===== src/rtl/hazard_stall_ctrl_pkg.sv =====
// Shared types and constants for the pipeline hazard/stall controller.
// Pure declarations: no latency and no backpressure of its own.
package hazard_stall_ctrl_pkg;

  typedef enum logic {
    S_RUN = 1'b0,
    S_MD  = 1'b1
  } md_state_e;

  localparam logic [4:0] REG_ZERO      = 5'd0;
  localparam int         MD_CYCLES_DEF = 32;
  localparam int         MD_CNT_W      = 6;

  // A source operand collides with a producer when it is actually read and the indices agree.
  function automatic logic src_hit(input logic uses, input logic [4:0] src, input logic [4:0] dst);
    return uses && (src == dst);
  endfunction

endpackage


===== src/rtl/hazard_stall_ctrl_if.sv =====
// ID-stage / ID/EX / IF-stage signal bundle seen by the hazard controller.
// Wires only: no latency; the controller itself is the backpressure source.
interface hazard_stall_ctrl_if #(
  parameter int CNT_W = 32
);

  logic [4:0]       ID_Rs;
  logic [4:0]       ID_Rt;
  logic             ID_UsesRs;
  logic             ID_UsesRt;
  logic             ID_HiLoUse;
  logic             ID_Redirect;
  logic             ID_EX_MemRead;
  logic [4:0]       ID_EX_Rt;
  logic             ID_EX_MulDiv;

  logic             PCWrite_en;
  logic             IF_IDWrite_en;
  logic             Flush_en;
  logic             ID_EX_Bubble;
  logic             MD_Busy;
  logic             MD_Done;
  logic [CNT_W-1:0] Stall_Cnt;

  modport master (
    output ID_Rs, ID_Rt, ID_UsesRs, ID_UsesRt, ID_HiLoUse, ID_Redirect,
           ID_EX_MemRead, ID_EX_Rt, ID_EX_MulDiv,
    input  PCWrite_en, IF_IDWrite_en, Flush_en, ID_EX_Bubble, MD_Busy, MD_Done, Stall_Cnt
  );

  modport slave (
    input  ID_Rs, ID_Rt, ID_UsesRs, ID_UsesRt, ID_HiLoUse, ID_Redirect,
           ID_EX_MemRead, ID_EX_Rt, ID_EX_MulDiv,
    output PCWrite_en, IF_IDWrite_en, Flush_en, ID_EX_Bubble, MD_Busy, MD_Done, Stall_Cnt
  );

endinterface


===== src/rtl/hazard_stall_ctrl_md_busy_seq.sv =====
// Mult/div HI/LO occupancy sequencer: busy for MD_CYCLES-1 cycles after issue, then a done pulse.
// Busy is registered state; done is registered one cycle after the count ends; no backpressure.
module hazard_stall_ctrl_md_busy_seq
  import hazard_stall_ctrl_pkg::*;
#(
  parameter int MD_CYCLES = MD_CYCLES_DEF
) (
  input  logic clk,
  input  logic rst_n,
  input  logic issue,
  output logic busy,
  output logic done
);

  localparam logic [MD_CNT_W-1:0] MD_LOAD = MD_CNT_W'(MD_CYCLES - 1);

  md_state_e           state_q, state_d;
  logic [MD_CNT_W-1:0] md_cnt_q, md_cnt_d;
  logic                done_q, done_d;

  always_ff @(posedge clk) begin
    if (!rst_n) begin
      state_q  <= S_RUN;
      md_cnt_q <= '0;
      done_q   <= 1'b0;
    end else begin
      state_q  <= state_d;
      md_cnt_q <= md_cnt_d;
      done_q   <= done_d;
    end
  end

  always_comb begin
    state_d  = state_q;
    md_cnt_d = md_cnt_q;
    done_d   = 1'b0;
    case (state_q)
      S_RUN: begin
        if (issue) begin
          state_d  = S_MD;
          md_cnt_d = MD_LOAD;
        end
      end
      S_MD: begin
        // A second issue while busy restarts the count and drops the first result.
        if (issue) begin
          md_cnt_d = MD_LOAD;
        end else if (md_cnt_q == MD_CNT_W'(1)) begin
          state_d  = S_RUN;
          md_cnt_d = '0;
          done_d   = 1'b1;
        end else begin
          md_cnt_d = md_cnt_q - MD_CNT_W'(1);
        end
      end
      default: begin
        state_d  = S_RUN;
        md_cnt_d = '0;
      end
    endcase
  end

  assign busy = (state_q == S_MD);
  assign done = done_q;

endmodule


===== src/rtl/hazard_stall_ctrl.sv =====
// Pipeline hazard controller: load-use and HI/LO interlocks, redirect flush, stall counter.
// Hazard responses are combinational (0 cycles); a stall freezes PC and IF/ID and bubbles ID/EX.
module hazard_stall_ctrl
  import hazard_stall_ctrl_pkg::*;
#(
  parameter int MD_CYCLES = MD_CYCLES_DEF,
  parameter int CNT_W     = 32
) (
  input  logic               CLK,
  input  logic               RST_n,
  hazard_stall_ctrl_if.slave bus
);

  logic             lu_stall;
  logic             md_stall;
  logic             stall;
  logic             md_busy;
  logic             md_done;
  logic [CNT_W-1:0] stall_cnt_q, stall_cnt_d;

  hazard_stall_ctrl_md_busy_seq #(
    .MD_CYCLES(MD_CYCLES)
  ) u_md_busy_seq (
    .clk  (CLK),
    .rst_n(RST_n),
    .issue(bus.ID_EX_MulDiv),
    .busy (md_busy),
    .done (md_done)
  );

  always_comb begin
    lu_stall = bus.ID_EX_MemRead && (bus.ID_EX_Rt != REG_ZERO) &&
               (src_hit(bus.ID_UsesRs, bus.ID_Rs, bus.ID_EX_Rt) ||
                src_hit(bus.ID_UsesRt, bus.ID_Rt, bus.ID_EX_Rt));
    md_stall = bus.ID_HiLoUse && md_busy;
    stall    = lu_stall || md_stall;
  end

  always_comb begin
    stall_cnt_d = stall_cnt_q;
    if (stall && (stall_cnt_q != {CNT_W{1'b1}})) begin
      stall_cnt_d = stall_cnt_q + CNT_W'(1);
    end
  end

  always_ff @(posedge CLK) begin
    if (!RST_n) begin
      stall_cnt_q <= '0;
    end else begin
      stall_cnt_q <= stall_cnt_d;
    end
  end

  // Held in reset the pipeline is frozen and flushed regardless of the hazard inputs.
  always_comb begin
    bus.PCWrite_en    = 1'b0;
    bus.IF_IDWrite_en = 1'b0;
    bus.Flush_en      = 1'b1;
    bus.ID_EX_Bubble  = 1'b1;
    bus.MD_Busy       = 1'b0;
    if (RST_n) begin
      bus.PCWrite_en    = !stall;
      bus.IF_IDWrite_en = !stall;
      bus.Flush_en      = bus.ID_Redirect && !stall;
      bus.ID_EX_Bubble  = stall;
      bus.MD_Busy       = md_busy;
    end
  end

  assign bus.MD_Done   = md_done;
  assign bus.Stall_Cnt = stall_cnt_q;

endmodule


===== src/flat_wrapper.sv =====
// flat-port wrapper written by rule: the top's interface ports become plain ports
module hazard_stall_ctrl_flat import hazard_stall_ctrl_pkg::*;
#(
  parameter int MD_CYCLES = MD_CYCLES_DEF,
  parameter int CNT_W     = 32
)
  (CLK, RST_n, bus_ID_Rs, bus_ID_Rt, bus_ID_UsesRs, bus_ID_UsesRt, bus_ID_HiLoUse, bus_ID_Redirect, bus_ID_EX_MemRead, bus_ID_EX_Rt, bus_ID_EX_MulDiv, bus_PCWrite_en, bus_IF_IDWrite_en, bus_Flush_en, bus_ID_EX_Bubble, bus_MD_Busy, bus_MD_Done, bus_Stall_Cnt);
  hazard_stall_ctrl_if #(.CNT_W(CNT_W)) bus_i ();
  input  logic CLK;
  input  logic RST_n;
  input wire logic [$bits(bus_i.ID_Rs)-1:0] bus_ID_Rs;
  input wire logic [$bits(bus_i.ID_Rt)-1:0] bus_ID_Rt;
  input wire logic [$bits(bus_i.ID_UsesRs)-1:0] bus_ID_UsesRs;
  input wire logic [$bits(bus_i.ID_UsesRt)-1:0] bus_ID_UsesRt;
  input wire logic [$bits(bus_i.ID_HiLoUse)-1:0] bus_ID_HiLoUse;
  input wire logic [$bits(bus_i.ID_Redirect)-1:0] bus_ID_Redirect;
  input wire logic [$bits(bus_i.ID_EX_MemRead)-1:0] bus_ID_EX_MemRead;
  input wire logic [$bits(bus_i.ID_EX_Rt)-1:0] bus_ID_EX_Rt;
  input wire logic [$bits(bus_i.ID_EX_MulDiv)-1:0] bus_ID_EX_MulDiv;
  output wire logic [$bits(bus_i.PCWrite_en)-1:0] bus_PCWrite_en;
  output wire logic [$bits(bus_i.IF_IDWrite_en)-1:0] bus_IF_IDWrite_en;
  output wire logic [$bits(bus_i.Flush_en)-1:0] bus_Flush_en;
  output wire logic [$bits(bus_i.ID_EX_Bubble)-1:0] bus_ID_EX_Bubble;
  output wire logic [$bits(bus_i.MD_Busy)-1:0] bus_MD_Busy;
  output wire logic [$bits(bus_i.MD_Done)-1:0] bus_MD_Done;
  output wire logic [$bits(bus_i.Stall_Cnt)-1:0] bus_Stall_Cnt;
  assign bus_i.ID_Rs = bus_ID_Rs;
  assign bus_i.ID_Rt = bus_ID_Rt;
  assign bus_i.ID_UsesRs = bus_ID_UsesRs;
  assign bus_i.ID_UsesRt = bus_ID_UsesRt;
  assign bus_i.ID_HiLoUse = bus_ID_HiLoUse;
  assign bus_i.ID_Redirect = bus_ID_Redirect;
  assign bus_i.ID_EX_MemRead = bus_ID_EX_MemRead;
  assign bus_i.ID_EX_Rt = bus_ID_EX_Rt;
  assign bus_i.ID_EX_MulDiv = bus_ID_EX_MulDiv;
  assign bus_PCWrite_en = bus_i.PCWrite_en;
  assign bus_IF_IDWrite_en = bus_i.IF_IDWrite_en;
  assign bus_Flush_en = bus_i.Flush_en;
  assign bus_ID_EX_Bubble = bus_i.ID_EX_Bubble;
  assign bus_MD_Busy = bus_i.MD_Busy;
  assign bus_MD_Done = bus_i.MD_Done;
  assign bus_Stall_Cnt = bus_i.Stall_Cnt;
  hazard_stall_ctrl #(.MD_CYCLES(MD_CYCLES), .CNT_W(CNT_W)) u_core (.CLK(CLK), .RST_n(RST_n), .bus(bus_i));
endmodule

===== config.mk =====
export PLATFORM = sky130hd
export DESIGN_NAME = hazard_stall_ctrl_flat
export DESIGN_NICKNAME = d
export VERILOG_FILES = /design/src/rtl/hazard_stall_ctrl_pkg.sv /design/src/rtl/hazard_stall_ctrl_if.sv /design/src/rtl/hazard_stall_ctrl_md_busy_seq.sv /design/src/rtl/hazard_stall_ctrl.sv /design/src/flat_wrapper.sv
export SDC_FILE = /design/constraint.sdc
export NUM_CORES = 1
export LEC_CHECK = 0
export CAP_MARGIN = 0
export CORE_ASPECT_RATIO = 0.5
export CORE_MARGIN = 5
export CORE_UTILIZATION = 47
export DETAILED_ROUTE_END_ITERATION = 6
export PLACE_DENSITY_LB_ADDON = 0.25
export SLEW_MARGIN = 10
export SYNTH_ARGS = -nofsm -noshare
export SYNTH_HDL_FRONTEND = slang
export SYNTH_HIERARCHICAL = 1
export SYNTH_SLANG_ARGS = --single-unit

===== constraint.sdc =====
create_clock -name CLK -period 2.6 [get_ports CLK]
set_input_delay 0.39 -clock CLK [delete_from_list [all_inputs] [get_ports CLK]]
set_output_delay 0.39 -clock CLK [all_outputs]
set_load 0.02 [all_outputs]

==> results_dict.tcl, run 1 <==
set metrics [dict create \
    clk_path_buf_depth 2 \
    grt_use_met3_pct 6.67 \
    final_min_period_over_clock_period_pct 95.8 \
    comb_power_share_pct 14.4 \
    synthArstFlopShare_pct 0 \
    grt_start_max_net_pins 29 \
    finalClockSkew_ns 0.00512 \
    drive_gt1_share_pct 10.7 \
    worst-slew-pin-transition_ns 0.409 \
    worstSetupPathDepth 10 \
    place.port_buffers 60 \
    netlist_area_um2 2090 \
    core_area_um2 4340 \
    report.final.slew_viol_count 0 \
    timing.setup.critical_path_class "in -> reg" \
    crit_path_buf_inv_count 3 \
    min_path_type "reg -> reg" \
    min_from "u_core/bus.Stall_Cnt[21]$_SDFFE_PN0P_" \
    final_core_utilization_pct 67.8 \
    cell_type_with_the_largest_total_area_after_synthesis "sky130_fd_sc_hd__dfxtp_1" \
    timing.final.setup_violations 0 \
    number_of_antenna_violations_at_the_first_check_in_global_routing 0 \
    clock_sink_count 40 \
    tns_ns 0 \
    worstPathCellList "clkdlybuf4s50_1 -> buf_4 -> xor2_1 -> nor4_1 -> a32oi_1 -> o21ai_4 -> buf_8 -> nand2_8 -> or4_1 -> a21oi_1" \
    clk_latency_ns 0.29 \
    cts_clock_pin_slew_for_the_worst_setup_and_hold_paths_ns 0.08 \
    antenna_cells 0 \
    routabilityCongestion 0.802 \
    die_x_um 104 \
    die_h_um 57.1 \
    floorplan.io_pins 61 \
    remaining_drc_errors 0 \
    synthesis.nets 279 \
    cpLargestDelayFamily "simple AND/OR/NAND/NOR gates" \
    gr-usage-met1_pct 23.7 \
    numCtsBuffers 5 \
    timing.final.ws_setup_ns 0.108 \
    ir_drop_uv 202 \
    worstPathArrival_ns 2.72 \
    startpoint_type "input port" \
    critical_path.max_fanout 15 \
    synth.lib_cells_used.distinct 41 \
    ctsHtreeMaxLevel 2 \
    grt_most_used_layer "met2" \
    rsz0062_at_grt "false" \
    timing.slew.headroom_pct 72.7 \
    tritoncts "built" \
    max_cap_viols 0 \
    postSynthAreaPerCell_um2 8.25 \
    preCtsSetupSlack_ns -0.352 \
    drt-initial-drc-count 75 \
    postRouteAntennaNets 0 \
    cell_internal_pwr_mw 0.923 \
    placed_cells 376 \
    root_buffer "sky130_fd_sc_hd__clkbuf_8" \
    synth_top_cells_by_area "sky130_fd_sc_hd__dfxtp_1, sky130_fd_sc_hd__xor2_1, sky130_fd_sc_hd__nand3_1" \
    dp_hpwl_um 4080 \
    rows 17 \
    grt_overflow_total 0 \
    cts-hold-fix-buffers 0 \
    drt-vias-per-instance 5.63 \
    yosysWarningCount 6 \
    timing.critical_path.to_type "flop" \
    fraction_of_synthesized_cell_area_taken_by_the_top_area_cell_type_pct 38.4 \
    switching_share_pct 26.1 \
    post_synth_inst_count 253 \
    r2r_cells 9 \
    final_hold_viol_count 0 \
    yosys_register_bits 40 \
    worst_path_largest_cell_delay_ns 0.53 \
    leakagePower_nw 1.05 \
    ys_dominant_reg_cell "sky130_fd_sc_hd__dfxtp_1" \
    postRouteWirelength_um 5580 \
    grt_pass1_wl_um 9530 \
    timing.final.crit_period_ns 2.49 \
    avgRoutedWirePerCell_um 14.5 \
    worst_hold_path.num_cells 2 \
    vias 2161 \
    critical_path.reg2reg.endpoint "u_core/bus.Stall_Cnt[19]$_SDFFE_PN0P_" \
    synth_enable_flop_cells 0 \
    layoutNonFillerInstCount 384 \
    regToRegSetupSlack_ns 0.33 \
    nNetsFinal 352 \
    die-area_um2 5950 \
    crit-reg2reg-launch "u_core/bus.Stall_Cnt[0]$_SDFFE_PN0P_" \
    met2_usage_pct 32.5 \
    start_util_pct 48.1 \
    timing.critical_path.required_ns 2.82 \
    syn2layout_area_growth_pct 41.1 \
    detail_route.first_pass.iterations 4 \
    yosysSeqAreaShare_pct 38.4 \
    part_of_the_power_in_registers_pct 51.2 \
    net-switching-power_mw 0.325 \
    first_global_vias 2090 \
    achievable-frequency_mhz 401 \
    fin_total_pwr_mw 1.25 \
    launch_point_of_the_critical_path "bus_ID_EX_Rt[1]" \
    cpMaxStageDelayCell "sky130_fd_sc_hd__or4_1" \
    hold_end "u_core/bus.Stall_Cnt[21]$_SDFFE_PN0P_" \
    p_per_area_nw_per_um2 424 \
    track_usage_pct 19.0 \
    run_status "finished, final reports clean" \
    power_frac_clock_pct 34.4 \
]
## worst reg2reg max path, delay by kind of cell (launching register included)
family	cells	cell delay [ns]
and+or+nand+nor	6	1.30
DFF	1	0.35
adders and majority gates	1	0.23
buffers and inverters	1	0.20
AOI/OAI and AO/OA	1	0.14
## worst max path at each step
stage	to
2_1_floorplan	bus_PCWrite_en
3_3_place_gp	bus_PCWrite_en
3_5_place_dp	u_core/bus.Stall_Cnt[16]$_SDFFE_PN0P_
4_1_cts	bus_IF_IDWrite_en
5_1_grt	u_core/bus.Stall_Cnt[16]$_SDFFE_PN0P_
6_report	u_core/bus.Stall_Cnt[14]$_SDFFE_PN0P_
## routing by layer
layer / vias up / part of all wire, % / wire (um)
met5: - / 0 / 0
met4: 0 / 0.20 / 11
met3: 2 / 7.3 / 406
met2: 71 / 47 / 2640
met1: 1029 / 45 / 2520
li1: 1059 / - / -
## final cells by class
type | instances | area, um^2
clock buffers | 6 | 82.6
flip-flops and latches | 40 | 801
well taps | 57 | 71.3
inverters | 11 | 41.3
repair buffers | 76 | 708
clock inverters | 2 | 10.0
multi-input cells | 192 | 1230
fillers | 360 | 1400
## cell usage in the layout (no fill, tap or decap), types with 3 or more instances in the layout
master,Yosys,final
sky130_fd_sc_hd__clkdlybuf4s50_1,0,56
sky130_fd_sc_hd__nand4_1,8,8
sky130_fd_sc_hd__nand2_1,18,18
sky130_fd_sc_hd__o21a_1,3,3
sky130_fd_sc_hd__dfxtp_1,40,40
sky130_fd_sc_hd__or4_1,10,10
sky130_fd_sc_hd__xnor2_1,4,4
sky130_fd_sc_hd__inv_1,10,10
sky130_fd_sc_hd__and4_1,3,3
sky130_fd_sc_hd__nor4_1,7,6
sky130_fd_sc_hd__or3_1,5,5
sky130_fd_sc_hd__and3_1,6,6
sky130_fd_sc_hd__a21oi_1,16,16
sky130_fd_sc_hd__buf_4,1,15
sky130_fd_sc_hd__o21ai_0,3,3
sky130_fd_sc_hd__nor2_1,25,25
sky130_fd_sc_hd__o21ai_1,5,4
sky130_fd_sc_hd__nand2b_1,6,6
sky130_fd_sc_hd__o31ai_1,6,6
sky130_fd_sc_hd__ha_1,3,3
sky130_fd_sc_hd__clkbuf_2,0,4
sky130_fd_sc_hd__nand3_1,19,18
sky130_fd_sc_hd__xor2_1,21,21
sky130_fd_sc_hd__clkbuf_8,0,6
## per-stage QoR
| step | hold WS [ns] | area [um^2] |
|---|---|---|
| floorplan | 0.464 | 2090 |
| global placement | 0.475 | 2840 |
| detailed placement | 0.493 | 2840 |
| CTS | 0.505 | 2940 |
| global route | 0.530 | 2940 |
| finish | 0.504 | 2940 |
## synthesized netlist by cell type (all sizes together) (5+ instances only)
library cell  count
nand2b            6
a21oi            16
nand2            19
and3              6
or3               5
or4              10
clkbuf            7
nand3            19
nor2             25
nor4              7
o31ai             6
nand4             8
inv              11
xor2             21
o21ai             9
dfxtp            40
## logic make-up (layout without fill, tap and decap cells)
group                    count (synthesis)  count (layout)  synth area share [%]
XOR/XNOR                                25              25                  10.5
multiplexers                             2               2                 0.959
AO/OA/AOI/OAI                           46              46                  14.7
adder cells (fa/ha/maj)                  3               3                  1.80
flip-flops                              40              40                  38.4
buffers and inverters                   21              95                  4.08
AND/OR/NAND/NOR                        116             116                  29.6
## flip-flops by register name, summed over array words and instances (netlist names)
name                           count
u_core/bus.Stall_Cnt              32
u_core/u_md_busy_seq/md_cnt_q      6
u_core/u_md_busy_seq/busy          1
u_core/u_md_busy_seq/done          1
## power groups by stage
stage	clock (mW)	sequential [mW]	combinational, mW
finish	0.430	0.639	0.179
global route	0.470	0.642	0.195
CTS	0.441	0.639	0.175
detailed placement	0	0.653	0.176
global placement	0	0.652	0.170
floorplan	0	0.653	0.0874
## what timing repair did
action,4_1_cts,5_1_grt
setup endpoints to repair,10,19
hold endpoints to repair,0,0
resized for setup,10,9
pin swaps,1,0
buffers inserted,0,0
Note: power is estimated with default switching activity, not from simulation.
==> inputs of run 2 (changes only) <==
--- a/config.mk
+++ b/config.mk
@@ -8,7 +8,7 @@
 export CAP_MARGIN = 0
 export CORE_ASPECT_RATIO = 0.5
 export CORE_MARGIN = 5
-export CORE_UTILIZATION = 47
+export CORE_UTILIZATION = 23
 export DETAILED_ROUTE_END_ITERATION = 6
 export PLACE_DENSITY_LB_ADDON = 0.25
 export SLEW_MARGIN = 10
==> run 2 against run 1 <==
  * Critical path type unchanged
  * Critical path depth decreased by 1
  * Largest cell class unchanged
  * Largest power group is now clock
  * First-iteration DRC count increased by 89%
  * Sequential cell count unchanged
  * Setup slack got worse by 0.0041 ns
  * Routed wire length increased by 5.8%
  * Global-route usage decreased by 8.6 points
  * Die area increased by 88%
  * Sequential power about the same
  * Non-clock buffer count increased by 7
==> results_dict.tcl, run 2 (synthesis gave the netlist of run 1 again) <==
set metrics [dict create \
    final_min_period_over_clock_period_pct 96.0 \
    achievable-frequency_mhz 401 \
    drt-vias-per-instance 4.74 \
    postRouteWirelength_um 5910 \
    crit_path_buf_inv_count 2 \
    grt_pass1_wl_um 9650 \
    rows 24 \
    track_usage_pct 10.5 \
    placed_area_um2 2930 \
    dp_hpwl_um 4530 \
    clk_latency_ns 0.28 \
    postRouteAntennaNets 0 \
    remaining_drc_errors 0 \
    core_area_um2 8770 \
    numCtsBuffers 5 \
    cpMaxStageDelayCell "sky130_fd_sc_hd__or4_1" \
    syn2layout_area_growth_pct 51.0 \
    critical_path.max_fanout 14 \
    fill_cells 899 \
    vias 2136 \
    die-area_um2 11200 \
    placed_cells 439 \
    nNetsFinal 359 \
    timing.final.crit_period_ns 2.50 \
    regToRegSetupSlack_ns 0.33 \
    start_util_pct 23.8 \
    clock_sink_count 40 \
    die_h_um 77.4 \
    run_status "finished, final reports clean" \
    timing.critical_path.required_ns 2.81 \
    tritoncts "built" \
    ir_drop_uv 352 \
    drive_gt1_share_pct 12.0 \
    root_buffer "sky130_fd_sc_hd__clkbuf_16" \
    startpoint_type "input port" \
    routabilityCongestion 0.808 \
    final_common_cell "sky130_fd_sc_hd__clkdlybuf4s50_1" \
    cts_clock_pin_slew_for_the_worst_setup_and_hold_paths_ns 0.06 \
    grt_start_max_net_pins 29 \
    die_x_um 145 \
    max_cap_viols 0 \
    drt-initial-drc-count 142 \
    floorplan.io_pins 61 \
    timing.slew.headroom_pct 72.6 \
    ctsHtreeMaxLevel 2 \
    timing.setup.critical_path_class "in -> reg" \
    cts-hold-fix-buffers 0 \
    grt_overflow_total 0 \
    avgRoutedWirePerCell_um 13.1 \
    final_hold_viol_count 0 \
    number_of_antenna_violations_at_the_first_check_in_global_routing 0 \
    largest_register_ffs 32 \
    clk_path_buf_depth 2 \
    layoutNonFillerInstCount 451 \
    worst-slew-pin-transition_ns 0.410 \
    worst_path_largest_cell_delay_ns 0.56 \
    most_frequent_cells_in_the_layout "sky130_fd_sc_hd__clkdlybuf4s50_1, sky130_fd_sc_hd__dfxtp_1, sky130_fd_sc_hd__nor2_1, sky130_fd_sc_hd__buf_4, sky130_fd_sc_hd__xor2_1" \
    antenna_cells 0 \
    finish.instance_area_um2 3150 \
    report.final.slew_viol_count 0 \
    place.port_buffers 60 \
    cpLargestDelayFamily "simple AND/OR/NAND/NOR gates" \
    min_path_type "reg -> reg" \
    worstPathCellList "clkdlybuf4s50_1 -> xor2_1 -> nor4_1 -> a32oi_1 -> o21ai_4 -> buf_8 -> nand2_8 -> or4_1 -> a21oi_2" \
    tns_ns 0 \
    detail_route.first_pass.iterations 4 \
    finalClockSkew_ns 0.00895 \
    timing.critical_path.to_type "flop" \
    p_per_area_nw_per_um2 482 \
    worstPathArrival_ns 2.70 \
    first_global_vias 2040 \
    leakagePower_nw 1.15 \
    timing.final.setup_violations 0 \
]
-- run 2: cell types whose count changed in the layout (fill, tap and decap cells not counted), moves of 4 or more --
cell and change:
sky130_fd_sc_hd__dlymetal6s2s_1 +4, sky130_fd_sc_hd__clkbuf_16 +5, sky130_fd_sc_hd__clkbuf_8 -6, sky130_fd_sc_hd__buf_4 +6, sky130_fd_sc_hd__clkdlybuf4s50_1 -4
-- run 2: report_power, final --
| group | leakage, nW | internal [mW] | switching [mW] |
|---|---|---|---|
| registers | 0.324 | 0.625 | 0.0142 |
| logic | 0.745 | 0.0943 | 0.0918 |
| clock network | 0.0808 | 0.451 | 0.241 |
| total | 1.15 | 1.17 | 0.347 |
-- run 2: cell type report --
type	instances	area [um^2]	area share [%]
clock buffers	6	129	4.09
clock inverters	2	35.0	1.11
inverters	11	41.3	1.31
multi-input cells	192	1220	38.8
flip-flops and latches	40	801	25.4
well taps	117	146	4.65
repair buffers	83	774	24.6
-- run 2: path summary, 6_finish.rpt --
check | cells after the start | end | from
worst max register to register | 10 | u_core/bus.Stall_Cnt[1]$_SDFFE_PN0P_ | u_core/bus.Stall_Cnt[0]$_SDFFE_PN0P_
worst min-delay path | 2 | u_core/bus.Stall_Cnt[29]$_SDFFE_PN0P_ | u_core/bus.Stall_Cnt[29]$_SDFFE_PN0P_
worst min register to register | 2 | u_core/bus.Stall_Cnt[29]$_SDFFE_PN0P_ | u_core/bus.Stall_Cnt[29]$_SDFFE_PN0P_
worst max-delay path | 9 | u_core/bus.Stall_Cnt[16]$_SDFFE_PN0P_ | bus_ID_Rs[3]
-- run 2: worst register-to-register path: cells and delay by family, from the launching register on --
family | cells | cell delay (ns)
and+or+nand+nor | 6 | 1.14
DFF | 1 | 0.39
adders and majority gates | 1 | 0.20
muxes | 1 | 0.18
buffers and inverters | 2 | 0.25
-- run 2: repair_timing --
action                                  CTS  global route
pin swaps                                 0             4
setup buffers                             0             4
endpoints found under the setup margin   14            22
endpoints found under the hold margin     0             0
resized for setup                         5            18
-- run 2: through the flow --
step	power [mW]	utilization, %	setup slack (ns)	hold WS (ns)
after floorplan	0.740	-	0.172	0.464
after global placement	0.828	33.4	-0.355	0.478
after detailed placement	0.833	33.4	-0.370	0.492
after CTS	1.53	35.3	-0.0788	0.497
after global routing	1.59	35.9	-0.0234	0.533
final	1.52	35.9	0.104	0.495
-- run 2: layer usage --
| layer | share of wire [%] | track usage, % |
|---|---|---|
| met1 | 45 | 13.0 |
| met2 | 50 | 17.9 |
| met3 | 4.2 | 2.76 |
| met4 | 1.1 | 3.26 |
| met5 | 0 | 0 |
